$ cat src/rtl/fica_update_sched.sv
// Sequencer for one-unit FastICA weight updates (clear, accumulate, scale, subtract, normalise).
// Optional normalise-ack timeout and norm_err output: define FICA_SCHED_TIMEOUT_EN.
module fica_update_sched #(
    parameter int N_SAMPLES = 256,
    parameter int ADDR_W    = 8,
    parameter int MAX_ITER  = 16,
    parameter int ITER_W    = 5,
    parameter int MUL_LAT   = 1,
    parameter int NORM_TO   = 1023
) (
    input  logic              clk_sch,
    input  logic              rstn_sch,
    input  logic              start,
    input  logic              norm_ack,
    input  logic              conv_flag,
    output logic              busy,
    output logic              done,
    output logic              converged,
    output logic [ITER_W-1:0] iter_cnt,
    output logic [ADDR_W-1:0] smp_addr,
    output logic              acc_clr,
    output logic              en_acc,
    output logic              en_mul,
    output logic              en_sub,
`ifdef FICA_SCHED_TIMEOUT_EN
    output logic              norm_req,
    output logic              norm_err
`else
    output logic              norm_req
`endif
);

    if (N_SAMPLES < 1 || (64'd1 << ADDR_W) < 64'(N_SAMPLES) ||
        MAX_ITER < 1 || (64'd1 << ITER_W) <= 64'(MAX_ITER) ||
        MUL_LAT < 1 || NORM_TO < 1) begin : g_param_chk
        $error("fica_update_sched: illegal parameter set");
    end

    localparam int WAIT_W = $clog2(MUL_LAT + 1);
    localparam logic [ADDR_W-1:0] LAST_ADDR = ADDR_W'(N_SAMPLES - 1);
    localparam logic [ITER_W-1:0] ITER_MAX  = ITER_W'(MAX_ITER);
    localparam logic [WAIT_W-1:0] WAIT_LAST =
        WAIT_W'(MUL_LAT > 1 ? MUL_LAT - 2 : 0);

    typedef enum logic [2:0] {
        IDLE, CLR, ACC, MUL, MWAIT, SUB, NORM, FIN
    } state_t;

    state_t            state;
    logic [WAIT_W-1:0] wcnt;
    logic [ITER_W-1:0] iter_nxt;
    logic              iter_last;

    assign iter_nxt  = iter_cnt + 1'b1;
    assign iter_last = (iter_nxt == ITER_MAX);

`ifdef FICA_SCHED_TIMEOUT_EN
    localparam int TO_W = $clog2(NORM_TO + 1);
    localparam logic [TO_W-1:0] TO_LAST = TO_W'(NORM_TO - 1);
    logic [TO_W-1:0] tcnt;
`endif

    always_ff @(posedge clk_sch or negedge rstn_sch) begin
        if (!rstn_sch) begin
            state     <= IDLE;
            wcnt      <= '0;
            busy      <= 1'b0;
            done      <= 1'b0;
            converged <= 1'b0;
            iter_cnt  <= '0;
            smp_addr  <= '0;
            acc_clr   <= 1'b0;
            en_acc    <= 1'b0;
            en_mul    <= 1'b0;
            en_sub    <= 1'b0;
            norm_req  <= 1'b0;
`ifdef FICA_SCHED_TIMEOUT_EN
            tcnt      <= '0;
            norm_err  <= 1'b0;
`endif
        end else begin
            unique case (state)
                IDLE: if (start) begin
                    state     <= CLR;
                    busy      <= 1'b1;
                    acc_clr   <= 1'b1;
                    iter_cnt  <= '0;
                    converged <= 1'b0;
                    smp_addr  <= '0;
`ifdef FICA_SCHED_TIMEOUT_EN
                    norm_err  <= 1'b0;
`endif
                end
                CLR: begin
                    acc_clr  <= 1'b0;
                    en_acc   <= 1'b1;
                    smp_addr <= '0;
                    state    <= ACC;
                end
                ACC: if (smp_addr == LAST_ADDR) begin
                    en_acc   <= 1'b0;
                    en_mul   <= 1'b1;
                    smp_addr <= '0;
                    state    <= MUL;
                end else begin
                    smp_addr <= smp_addr + 1'b1;
                end
                MUL: begin
                    en_mul <= 1'b0;
                    wcnt   <= '0;
                    if (MUL_LAT > 1) begin
                        state <= MWAIT;
                    end else begin
                        en_sub <= 1'b1;
                        state  <= SUB;
                    end
                end
                MWAIT: if (wcnt == WAIT_LAST) begin
                    en_sub <= 1'b1;
                    state  <= SUB;
                end else begin
                    wcnt <= wcnt + 1'b1;
                end
                SUB: begin
                    en_sub   <= 1'b0;
                    norm_req <= 1'b1;
                    state    <= NORM;
`ifdef FICA_SCHED_TIMEOUT_EN
                    tcnt     <= '0;
`endif
                end
                NORM: begin
                    if (norm_ack) begin
                        norm_req <= 1'b0;
                        if (iter_cnt != ITER_MAX) iter_cnt <= iter_nxt;
                        if (conv_flag || iter_last) begin
                            converged <= conv_flag;
                            done      <= 1'b1;
                            state     <= FIN;
                        end else begin
                            acc_clr <= 1'b1;
                            state   <= CLR;
                        end
                    end
`ifdef FICA_SCHED_TIMEOUT_EN
                    // Give up on a silent normalise unit but still close the run.
                    else if (tcnt == TO_LAST) begin
                        norm_req  <= 1'b0;
                        norm_err  <= 1'b1;
                        converged <= 1'b0;
                        done      <= 1'b1;
                        state     <= FIN;
                    end else begin
                        tcnt <= tcnt + 1'b1;
                    end
`endif
                end
                FIN: begin
                    done  <= 1'b0;
                    busy  <= 1'b0;
                    state <= IDLE;
                end
                default: state <= IDLE;
            endcase
        end
    end

endmodule

$ cat config.mk
export PLATFORM = sky130hd
export DESIGN_NAME = fica_update_sched
export DESIGN_NICKNAME = d
export VERILOG_FILES = /design/src/rtl/fica_update_sched.sv
export SDC_FILE = /design/constraint.sdc
export NUM_CORES = 1
export LEC_CHECK = 0
export ABC_AREA = 1
export CORE_ASPECT_RATIO = 0.8
export CORE_MARGIN = 4
export CORE_UTILIZATION = 50
export CTS_CLUSTER_DIAMETER = 60
export CTS_CLUSTER_SIZE = 25
export DETAILED_ROUTE_END_ITERATION = 6
export DONT_BUFFER_PORTS = 1
export PLACE_DENSITY = 0.76
export SLEW_MARGIN = 0
export SYNTH_ARGS = -nofsm -noshare
export SYNTH_HDL_FRONTEND = slang
export SYNTH_SLANG_ARGS = --single-unit
$ cat constraint.sdc
create_clock -name clk_sch -period 3.8 [get_ports clk_sch]
set_input_delay 0 -clock clk_sch [delete_from_list [all_inputs] [get_ports clk_sch]]
set_output_delay 0 -clock clk_sch [all_outputs]
set_load 0.005 [all_outputs]
== Word level (Yosys, flattened, before mapping) ==
Cells that the tools add are included.

* Flip-flop bits (word level): 25
* Input bits: 5
* Output and inout bits: 21
* Logic and storage cells: 90

* $add $sub $neg: 3
* Equal/unequal tests: 17
* Mux-type cells: 35
* Reductions and logical operators: 23

{| class="wikitable"
|+ Operators with widths
! kind !! number
|-
| 3-bit case mux with 8 select lines || 1
|-
| 8-bit case mux with 3 select lines || 1
|-
| 8-bit 2-to-1 mux || 2
|-
| 4-bit AND reduction || 4
|-
| 3-bit 2-to-1 mux || 5
|-
| 5-bit 2-to-1 mux || 3
|-
| 2-bit != test (second input constant) || 7
|-
| 1-bit case mux with 2 select lines || 7
|-
| 2-bit nonzero test || 7
|-
| 1-bit 2-to-1 mux || 13
|-
| 3-bit == test (second input constant) || 4
|-
| 2-bit AND reduction || 6
|-
| 5-bit case mux with 2 select lines || 1
|-
| 3-bit nonzero test || 3
|-
| 8-bit by 1-bit adder with 8-bit output (second input constant) || 1
|-
| 8-bit == test (second input constant) || 1
|-
| 3-bit by 2-bit == test with 1-bit output (second input constant) || 2
|-
| 1-bit case mux with 3 select lines || 2
|-
| 5-bit by 1-bit adder with 5-bit output (second input constant) || 1
|-
| 5-bit == test (second input constant) || 1
|-
| 5-bit != test (second input constant) || 1
|-
| 3-bit by 1-bit == test with 1-bit output (second input constant) || 1
|-
| 3-bit zero test || 1
|-
| 3-bit AND reduction || 1
|-
| 2 further kinds || 2
|}

== Depth between registers and ports, before layout ==
Gate-level depths: netlist of run 1.

* Depth after elaboration: 6
* Mapped depth: 10
* Depth with buffers taken out: 10

== Worst setup path after synthesis of run 1 ==
Ideal clock, no wire load.

* Path type: register to register
* From: register smp_addr[0]
* To: register state[1]
* Arrival: 1.242 ns
* Data required time: 3.677 ns
* Slack: 2.435 ns
* Stages on the path, launching flop included: 11
* Path through: dfrtp_1 > ha_1 > nand2_1 > inv_1 > nand4_1 > nand2_1 > inv_1 > nor2_2 > inv_1 > nand2_1 > nand2_1

* Cells in the longest elaborated chain, start to end: 3

{| class="wikitable"
|+ RTL lines
! item !! line !! RTL
|-
| from (decl) || 20 || <nowiki>output logic [ADDR_W-1:0] smp_addr,</nowiki>
|-
| from (signal assigned) || 106 || <nowiki>smp_addr <= smp_addr + 1'b1;</nowiki>
|-
| 8-bit == test || 100 || <nowiki>ACC: if (smp_addr == LAST_ADDR) begin</nowiki>
|-
| 2-bit != test (no line) || -- ||
|-
| 4-bit AND reduction (no line) || -- ||
|-
| to (signal assigned) || 98 || <nowiki>state <= ACC;</nowiki>
|-
| to (signal assigned) || 104 || <nowiki>state <= MUL;</nowiki>
|-
| to (signal assigned) || 112 || <nowiki>state <= MWAIT;</nowiki>
|-
| to (decl) || 49 || <nowiki>state_t state;</nowiki>
|}

Every way passes these cells.
A chain may end at the register's enable or synchronous reset.

== Worst setup path in the final report of run 1 ==
Ends and elaborated chain as after synthesis.

==> run_results.csv, run 1 <==
group,metric,value,unit
timing,slew_headroom,29.3,%
finish,nFillCells,226,
global_route,antenna_found_initial,0,
worst_setup_path,cp.arrival,1.85,ns
yosys,synthArstFlopShare,100,%
floorplan,die_h,54.3,µm
timing,worstMarginPinSlew,1.06,ns
detailed_routing,drtIter0Drc,46,
yosys,syn_inst,174,
worst_setup_path,reg2regPathDepth,10,
pwr,power_density,630,nW/µm²
clock_network,cts.reportedPaths.clkPinSlew,0.12,ns
detailed_routing,firstDrtPassIters,5,
placed_design,hpwlAfterDp,2.22,mm
placed_design,numPortBuffers,0,
floorplan,row_count,16,
pwr,ir_drop,0.302,mV
yosys,netlist_area,1340,µm²
floorplan,die_w,65.9,µm
detailed_routing,antenna_left,0,
timing,fin_crit_sh,43.5,%
detailed_routing,wl_per_cell,13.2,µm
clock_network,cts.sinks,24,
clock_network,cts_setup_buffers,0,
status,status,"finished, final reports clean",
floorplan,dieArea,3580,µm²
finish,drive_above_1_share,14.9,%
placed_design,gp_congestion,0.807,
finish,syn2layout_area_growth,8.03,%
global_route,grt_use_total,18.4,%
finish,nNetsFinal,191,
detailed_routing,dr_total_vias,1160,
timing,fmax,605,MHz
global_route,grt_overflow,0,
yosys,synth_top_area_cell,"dfrtp_1",
detailed_routing,drc,0,
finish,final_core_util,57.9,%
yosys,synth.most_common_cell,"nand2_1",
timing,drv_slew,0,
pwr,p_leak,0.000739,µW
timing,clock_skew,0.00763,ns
run,drv_cap,0,
yosys,syn_area_per_cell,7.70,µm²
worst_setup_path,critPathCaptureType,"flop",
timing,finalHoldViolations,0,
clock_network,cts_max_level,1,
yosys,synth_edf_count,0,
worst_setup_path,cp.required,4.00,ns
yosys,ys_seq_area_share,44.8,%
global_route,grt_pass1_vias,1083,
yosys,synth_flop_cell,"dfrtp_1",
yosys,yosysWarnings,0,
yosys,synth_cell_types,22,
yosys,ys_seq_elements,24,
global_route,grt_max_degree,25,
detailed_routing,vias_per_cell,5.35,
clock_network,cts_root_buf,"clkbuf_4",
worst_setup_path,cp-start-kind,"flop",
global_route,grt_pass1_wl,4.98,mm
timing,fin_setup_tns,0,ns
finish,diodes,0,
yosys,netlist.area_leader.share,44.8,%
clock_network,tritoncts,"done",
worst_setup_path,path_max_fanout,5,
timing,setup_viol,0,
clock_network,ctsResizeCount,0,
detailed_routing,drt-total-wl,2.86,mm
floorplan,io_pins,26,
floorplan,core,2500,µm²
clock_network,hold_buffers,4,
timing,final.min_clock_period,1.65,ns
floorplan,initial_utilization,53.5,%
yosys,syn-num-nets,182,
timing,rsz0062_at_grt,"false",
yosys,synth_area_leaders,"dfrtp_1, nand2_1, inv_1, nand3_1, o21ai_0",
clock_network,insertion_delay,0.31,ns
hold_path,hold_class,"input pin to asynchronous set/reset pin",
yosys,netlist_top_cells_count,"nand2_1, dfrtp_1, inv_1",
worst_setup_path,path_class,"flop to flop",
clock_network,cts_made_buffers,3,
clock_network,clk_path_buf_depth,2,
## stage by stage
step           hold WS (ns)  std cells  power [µW]  worst slack, ns  area (µm²)
3_5_place_dp         -0.295        210         796             2.19        1390
2_1_floorplan        -0.296        174         703             2.43        1340
3_3_place_gp         -0.295        210         786             2.21        1390
6_report              0.315        217         912             2.15        1450
4_1_cts               0.357        217         911             2.15        1450
5_1_grt               0.403        217        1000             1.96        1450
## where the power goes
| group | internal, µW | switching (µW) | total [µW] |
|---|---|---|---|
| Clock | 37.1 | 67.1 | 104 |
| Combinational | 130 | 266 | 396 |
| Sequential | 322 | 88.6 | 411 |
| Total | 490 | 422 | 912 |
## layer usage
metal	vias to the layer above	global-route usage, %	share of wire (%)
li1	572	-	-
met1	548	23.9	47
met3	4	7.60	9.1
met4	0	3.45	0.94
met5	-	0	0
met2	36	29.1	43
## sequential cells by signal, summed over array words and instances, names as in the netlist
signal     count
smp_addr       8
iter_cnt       5
norm_req       1
en_acc         1
converged      1
state          3
en_mul         1
done           1
acc_clr        1
en_sub         1
busy           1
## cells in the final DEF, fill, tap and decap left out
cell type	instances
nand2_1	47
ha_1	3
a21oi_1	5
nor2_4	1
o31ai_1	1
dlygate4sd3_1	4
inv_2	5
nor3_2	1
o21ai_0	13
nor2_1	15
nand3_1	13
a22o_1	1
xor2_1	1
nand2_2	6
o21ai_1	1
clkbuf_4	3
inv_1	21
dfrtp_1	24
nand3_2	1
a21oi_2	1
nor2_2	5
nand2_4	3
nand4_1	5
o31ai_2	1
## final timing paths
path / slack [ns] / endpoint / startpoint
max in group asynchronous: 2.84 / smp_addr[6] / rstn_sch
min: 0.32 / iter_cnt[2] / rstn_sch
max: 2.15 / state[1] / smp_addr[0]
max reg2reg: 2.15 / state[1] / smp_addr[0]
min reg2reg: 0.52 / en_acc / en_acc
min in group clk_sch: 0.45 / state[2] / norm_ack
## worst max-delay path, stage by stage (launching register included)
cell	delay, ns
dfrtp_1	0.47
ha_1	0.22
nand2_1	0.06
inv_1	0.13
nand4_1	0.17
nand2_1	0.12
inv_1	0.06
nor2_2	0.12
inv_1	0.08
nand2_1	0.06
nand2_1	0.05
## kinds of logic (layout without fill, tap and decap cells)
family	Yosys count	count (layout)	synth area share, %
AND/OR/NAND/NOR	97	97	34.5
adder cells (fa/ha/maj)	3	3	2.80
AO/OA/AOI/OAI	23	23	9.90
XOR/XNOR	1	1	0.654
flip-flops	24	24	44.8
buffers and inverters	26	33	7.28
## layout make-up
class                   instances  area [µm²]  area share (%)
flip-flops and latches         24         601            41.5
inverters                      26        97.6            6.74
repair buffers                  4        40.0            2.77
well taps                      36        45.0            3.11
clock buffers                   3        22.5            1.56
multi-input cells             124         642            44.3
No activity file was read; power rests on OpenSTA's default activity.
==> inputs of run 2 (changes only) <==
==> constraint.sdc (replaced) <==
create_clock -name clk_sch -period 1.69 [get_ports clk_sch]
set_input_delay 0 -clock clk_sch [delete_from_list [all_inputs] [get_ports clk_sch]]
set_output_delay 0 -clock clk_sch [all_outputs]
set_load 0.005 [all_outputs]
==> run 2 against run 1 <==
  * Worst hold slack worse by 0.023 ns
  * Register-to-register slack got worse by 2.0 ns
  * Via count up 0.26%
  * Global-route usage is 0.76 points lower
  * Die area did not move
  * Count of clock-buffer cells in the layout grew 1
  * Core utilization up 2.2 points
  * Final area is 3.8% higher
  * Sequential share of layout area fell by 1.4 points
  * Non-clock buffer count grew 5
  * Critical path depth unchanged
  * Largest power group is now combinational cells
  * Setup slack worse by 2.0 ns
==> run_results.csv, run 2 (synthesis gave the netlist of run 1 again) <==
group,metric,value,unit
floorplan,die_h,54.3,µm
placed_design,pre_cts_ws,0.172,ns
detailed_routing,firstDrtPassIters,4,
worst_setup_path,critPathCaptureType,"flop",
global_route,grt_overflow,0,
floorplan,initial_utilization,53.5,%
finish,regMostFlops,"smp_addr",
finish,final_common_cell,"nand2_1",
worst_setup_path,crit_chain,"ha_2, nand2_1, inv_1, nand4_1, nand2_1, inv_1, nor2_2, inv_1, nand2_1, nand2_1",
timing,hold_ws,0.293,ns
worst_setup_path,path_delay_family,"simple AND/OR/NAND/NOR gates",
timing,fin_setup_tns,0,ns
finish,largest_register_ffs,8,
clock_network,tritoncts,"done",
clock_network,cts_made_buffers,3,
worst_setup_path,cp.required,1.90,ns
worst_setup_path,r2r-start,"smp_addr[1]",
pwr,p_leak,0.000767,µW
clock_network,cts_root_buf,"clkbuf_4",
global_route,antenna_found_initial,0,
clock_network,clk_path_buf_depth,2,
worst_setup_path,critPathSlowestCell,"dfrtp_1",
detailed_routing,vias_per_cell,5.22,
finish,nNetsFinal,196,
timing,fmax,637,MHz
timing,fin_crit_sh,92.9,%
worst_setup_path,cp.arrival,1.78,ns
global_route,grt_use_total,17.6,%
finish,instances_no_fill,223,
floorplan,io_pins,26,
timing,drv_slew,0,
placed_design,numPortBuffers,0,
detailed_routing,drtIter0Drc,59,
finish,diodes,0,
global_route,grt_pass1_wl,4.73,mm
worst_setup_path,path_class,"flop to flop",
detailed_routing,drt-total-wl,2.92,mm
finish,reg_top3,"smp_addr: 8 flops, iter_cnt: 5 flops, state: 3 flops",
finish,multi_input_area,644,µm²
pwr,power_density,1420,nW/µm²
pwr,ir_drop,0.651,mV
placed_design,gp_congestion,0.820,
clock_network,cts_max_level,1,
finish,drive_above_1_share,18.7,%
status,status,"finished, final reports clean",
global_route,grt_max_degree,25,
clock_network,cts.reportedPaths.clkPinSlew,0.13,ns
timing,worstMarginPinSlew,1.04,ns
finish,nFillCells,222,
detailed_routing,drc,0,
floorplan,dieArea,3580,µm²
worst_setup_path,critPathLaunch,"smp_addr[1]",
placed_design,dp_cells,212,
floorplan,row_count,16,
worst_setup_path,cp-start-kind,"flop",
run,drv_cap,0,
floorplan,die_w,65.9,µm
clock_network,insertion_delay,0.32,ns
timing,setup_viol,0,
timing,finalHoldViolations,0,
placed_design,hpwlAfterDp,2.17,mm
clock_network,cts.sinks,24,
global_route,grt_pass1_vias,1048,
worst_setup_path,slowest_delay,0.45,ns
timing,slew_headroom,30.5,%
detailed_routing,antenna_left,0,
finish,mostFrequentLayoutCells,"nand2_1, dfrtp_1, inv_1, nor2_1",
finish,seq_area,602,µm²
worst_setup_path,cpMostUsedCell,"nand2_1",
floorplan,core,2500,µm²
worst_setup_path,worstPathBufferInverterCount,3,
timing,final.min_clock_period,1.57,ns
detailed_routing,dr_total_vias,1163,
detailed_routing,wl_per_cell,13.1,µm
hold_path,hold_class,"input pin to asynchronous set/reset pin",
timing,fin_ws,0.121,ns
timing,clock_skew,0.00781,ns
worst_setup_path,path_max_fanout,4,
finish,syn2layout_area_growth,12.1,%
-- run 2: changes by cell type in the layout (fill, tap and decap cells not counted), sizes merged --
cell,change
buf,+5
clkbuf,+1
-- run 2: area by class of cell --
cell class / count / share of cell area, %
repair buffers: 9 / 5.16
clock buffers: 4 / 2.41
multi-input cells: 124 / 42.9
flip-flops and latches: 24 / 40.0
inverters: 26 / 6.49
well taps: 36 / 3.00
-- run 2: worst paths after layout --
check,end,slack (ns),cells after the start
min in group clk_sch,state[2],0.49,4
max reg2reg,state[1],0.12,10
min reg2reg,converged,0.52,2
min,iter_cnt[3],0.29,1
max in group asynchronous,smp_addr[0],0.70,1
max,state[1],0.12,10
-- run 2: worst register-to-register path: stages (launching register included) --
cell,delay (ns)
dfrtp_1,0.45
ha_2,0.22
nand2_1,0.06
inv_1,0.12
nand4_1,0.16
nand2_1,0.12
inv_1,0.07
nor2_2,0.11
inv_1,0.06
nand2_1,0.05
nand2_1,0.05
-- run 2: metal layers --
layer  track usage, %  part of all wire, %  up-vias
li1                 -                    -      587
met1             23.0                   49      532
met2             27.3                   43       40
met3             7.39                  7.9        4
met4             4.14                 0.79        0
met5                0                    0        -
-- run 2: per-stage QoR --
stage / instance area, µm² / total power, µW / util, %
floorplan: 1340 / 1580 / -
global placement: 1400 / 1770 / 56.0
detailed placement: 1400 / 1790 / 56.0
CTS: 1480 / 2130 / 59.0
global route: 1500 / 2330 / 60.1
finish: 1500 / 2140 / 60.1
-- run 2: report_power, final --
part           internal (µW)  switching (µW)  total (µW)
Sequential               728             173         901
Clock                    132             171         303
Combinational            322             611         933
Total                   1180             955        2140
-- run 2: repair_timing --
action,4_1_cts,5_1_grt
gates resized for setup,0,2
hold endpoints to repair,30,0
endpoints found under the setup margin,0,3
setup buffers,0,3
hold buffers,4,0
==> inputs of run 3 (changes only) <==
--- a/config.mk
+++ b/config.mk
@@ -8,12 +8,12 @@
 export ABC_AREA = 1
 export CORE_ASPECT_RATIO = 0.8
 export CORE_MARGIN = 4
-export CORE_UTILIZATION = 50
+export CORE_UTILIZATION = 61
 export CTS_CLUSTER_DIAMETER = 60
 export CTS_CLUSTER_SIZE = 25
 export DETAILED_ROUTE_END_ITERATION = 6
 export DONT_BUFFER_PORTS = 1
-export PLACE_DENSITY = 0.76
+export PLACE_DENSITY = 0.88
 export SLEW_MARGIN = 0
 export SYNTH_ARGS = -nofsm -noshare
 export SYNTH_HDL_FRONTEND = slang
==> run 3 against run 2 <==
  * First-iteration DRC count up 36%
  * Final area fell by 3.3%
  * Count of clock-buffer cells in the layout fell by 1
==> run_results.csv, run 3 (synthesis gave the netlist of run 1 again) <==
group,metric,value,unit
status,status,"finished, final reports clean",
detailed_routing,dr_total_vias,1192,
placed_design,numPortBuffers,0,
placed_design,hpwlAfterDp,2.34,mm
worst_setup_path,cp-start-kind,"flop",
clock_network,insertion_delay,0.31,ns
worst_setup_path,critPathLaunch,"smp_addr[0]",
global_route,antenna_found_initial,0,
worst_setup_path,cp.required,1.90,ns
global_route,grt_overflow,0,
run,drv_cap,0,
global_route,grt_use_total,21.7,%
finish,regMostFlops,"smp_addr",
timing,fin_setup_tns,0,ns
worst_setup_path,path_max_fanout,5,
placed_design,gp_congestion,0.852,
global_route,grt_max_degree,25,
timing,final.min_clock_period,1.56,ns
worst_setup_path,endpoint,"state[1]",
hold_path,hold_class,"input pin to asynchronous set/reset pin",
finish,drive_above_1_share,17.5,%
finish,seq_area,603,µm²
detailed_routing,drc,0,
timing,finalHoldViolations,0,
finish,multi_input_area,644,µm²
clock_network,cts.reportedPaths.clkPinSlew,0.12,ns
placed_design,post_dp_cell_area,1390,µm²
worst_setup_path,reg2regPathDepth,10,
worst_setup_path,r2r-start,"smp_addr[0]",
floorplan,core,1980,µm²
floorplan,dieArea,3020,µm²
floorplan,io_pins,26,
finish,mostFrequentLayoutCells,"nand2_1, dfrtp_1, inv_1, nor2_1",
timing,drv_slew,0,
worst_setup_path,r2r-end,"state[1]",
clock_network,cts_root_buf,"clkbuf_4",
timing,rsz0062_at_grt,"false",
global_route,grt_pass1_vias,1113,
pwr,power_density,1450,nW/µm²
timing,setup_viol,0,
finish,reg_top3,"smp_addr: 8 flops, iter_cnt: 5 flops, state: 3 flops",
timing,fin_crit_sh,92.1,%
finish,diodes,0,
clock_network,clk_path_buf_depth,2,
floorplan,row_count,14,
timing,slew_headroom,29.9,%
global_route,grt_pass1_wl,4.94,mm
clock_network,cts.sinks,24,
detailed_routing,drt-total-wl,3.09,mm
clock_network,cts_max_level,1,
timing,worstMarginPinSlew,1.05,ns
worst_setup_path,path_class,"flop to flop",
timing,clock_skew,0.00221,ns
finish,largest_register_ffs,8,
detailed_routing,drtIter0Drc,80,
finish,final_common_cell,"nand2_1",
pwr,p_leak,0.000745,µW
floorplan,die_w,60.4,µm
floorplan,initial_utilization,67.7,%
clock_network,tritoncts,"done",
finish,nNetsFinal,193,
finish,syn2layout_area_growth,8.40,%
timing,fmax,642,MHz
detailed_routing,firstDrtPassIters,5,
finish,final_area,1450,µm²
floorplan,die_h,49.9,µm
detailed_routing,antenna_left,0,
worst_setup_path,cp.arrival,1.76,ns
finish,nFillCells,142,
pwr,ir_drop,1.28,mV
detailed_routing,vias_per_cell,5.76,
clock_network,cts_made_buffers,3,
worst_setup_path,r2r_slack,0.13,ns
detailed_routing,wl_per_cell,14.9,µm
worst_setup_path,critPathCaptureType,"flop",
==> run 3: where the power goes <==
| part | leakage, µW | internal (µW) | switching, µW |
|---|---|---|---|
| combinational | 0.000428 | 317 | 642 |
| clock | 0.0000138 | 83.3 | 164 |
| sequential | 0.000303 | 729 | 172 |
==> run 3: worst min-delay path by stage <==
stage                       end  slack, ns  cells after the start
detailed placement    converged      -0.29                      0
global placement    iter_cnt[4]      -0.29                      0
global route        iter_cnt[3]       0.37                      1
finish                converged       0.31                      1
floorplan               acc_clr      -0.30                      0
CTS                   converged       0.35                      1
==> run 3: critical path, cell delays in order (launching register included) <==
cell and delay [ns]:
dfrtp_2 0.44, ha_2 0.20, nand2_1 0.05, inv_1 0.11, nand4_1 0.16, nand2_1 0.13
inv_1 0.07, nor2_2 0.12, inv_1 0.07, nand2_1 0.05, nand2_1 0.06
==> run 3: stage by stage <==
stage / instances / setup WS (ns) / total power (µW) / hold slack, ns / util (%)
6_report: 207 / 0.133 / 2110 / 0.312 / 73.4
5_1_grt: 207 / 0.0112 / 2280 / 0.367 / 73.4
4_1_cts: 207 / 0.110 / 2090 / 0.345 / 73.1
3_5_place_dp: 200 / 0.135 / 1820 / -0.295 / 70.0
3_3_place_gp: 200 / 0.223 / 1770 / -0.295 / 70.0
2_1_floorplan: 174 / 0.325 / 1580 / -0.296 / -
==> run 3: what timing repair did <==
| item | CTS | global route |
|---|---|---|
| hold endpoints to repair | 29 | 0 |
| setup buffers | 0 | 0 |
| hold buffers | 4 | 0 |
| gates resized for setup | 0 | 3 |
| endpoints found under the setup margin | 0 | 3 |
==> run 3: final cells by class <==
| cell class | count | area share (%) |
|---|---|---|
| multi-input cells | 124 | 44.4 |
| flip-flops and latches | 24 | 41.5 |
| inverters | 26 | 6.72 |
| repair buffers | 6 | 3.79 |
| well taps | 24 | 2.07 |
| clock buffers | 3 | 1.55 |
==> run 3: layer usage <==
layer | up-vias | track usage [%] | share of wire, %
li1 | 575 | - | -
met1 | 560 | 29.4 | 44
met2 | 55 | 33.8 | 48
met3 | 2 | 7.31 | 8.2
met4 | 0 | 3.32 | 0.26
met5 | - | 0 | 0
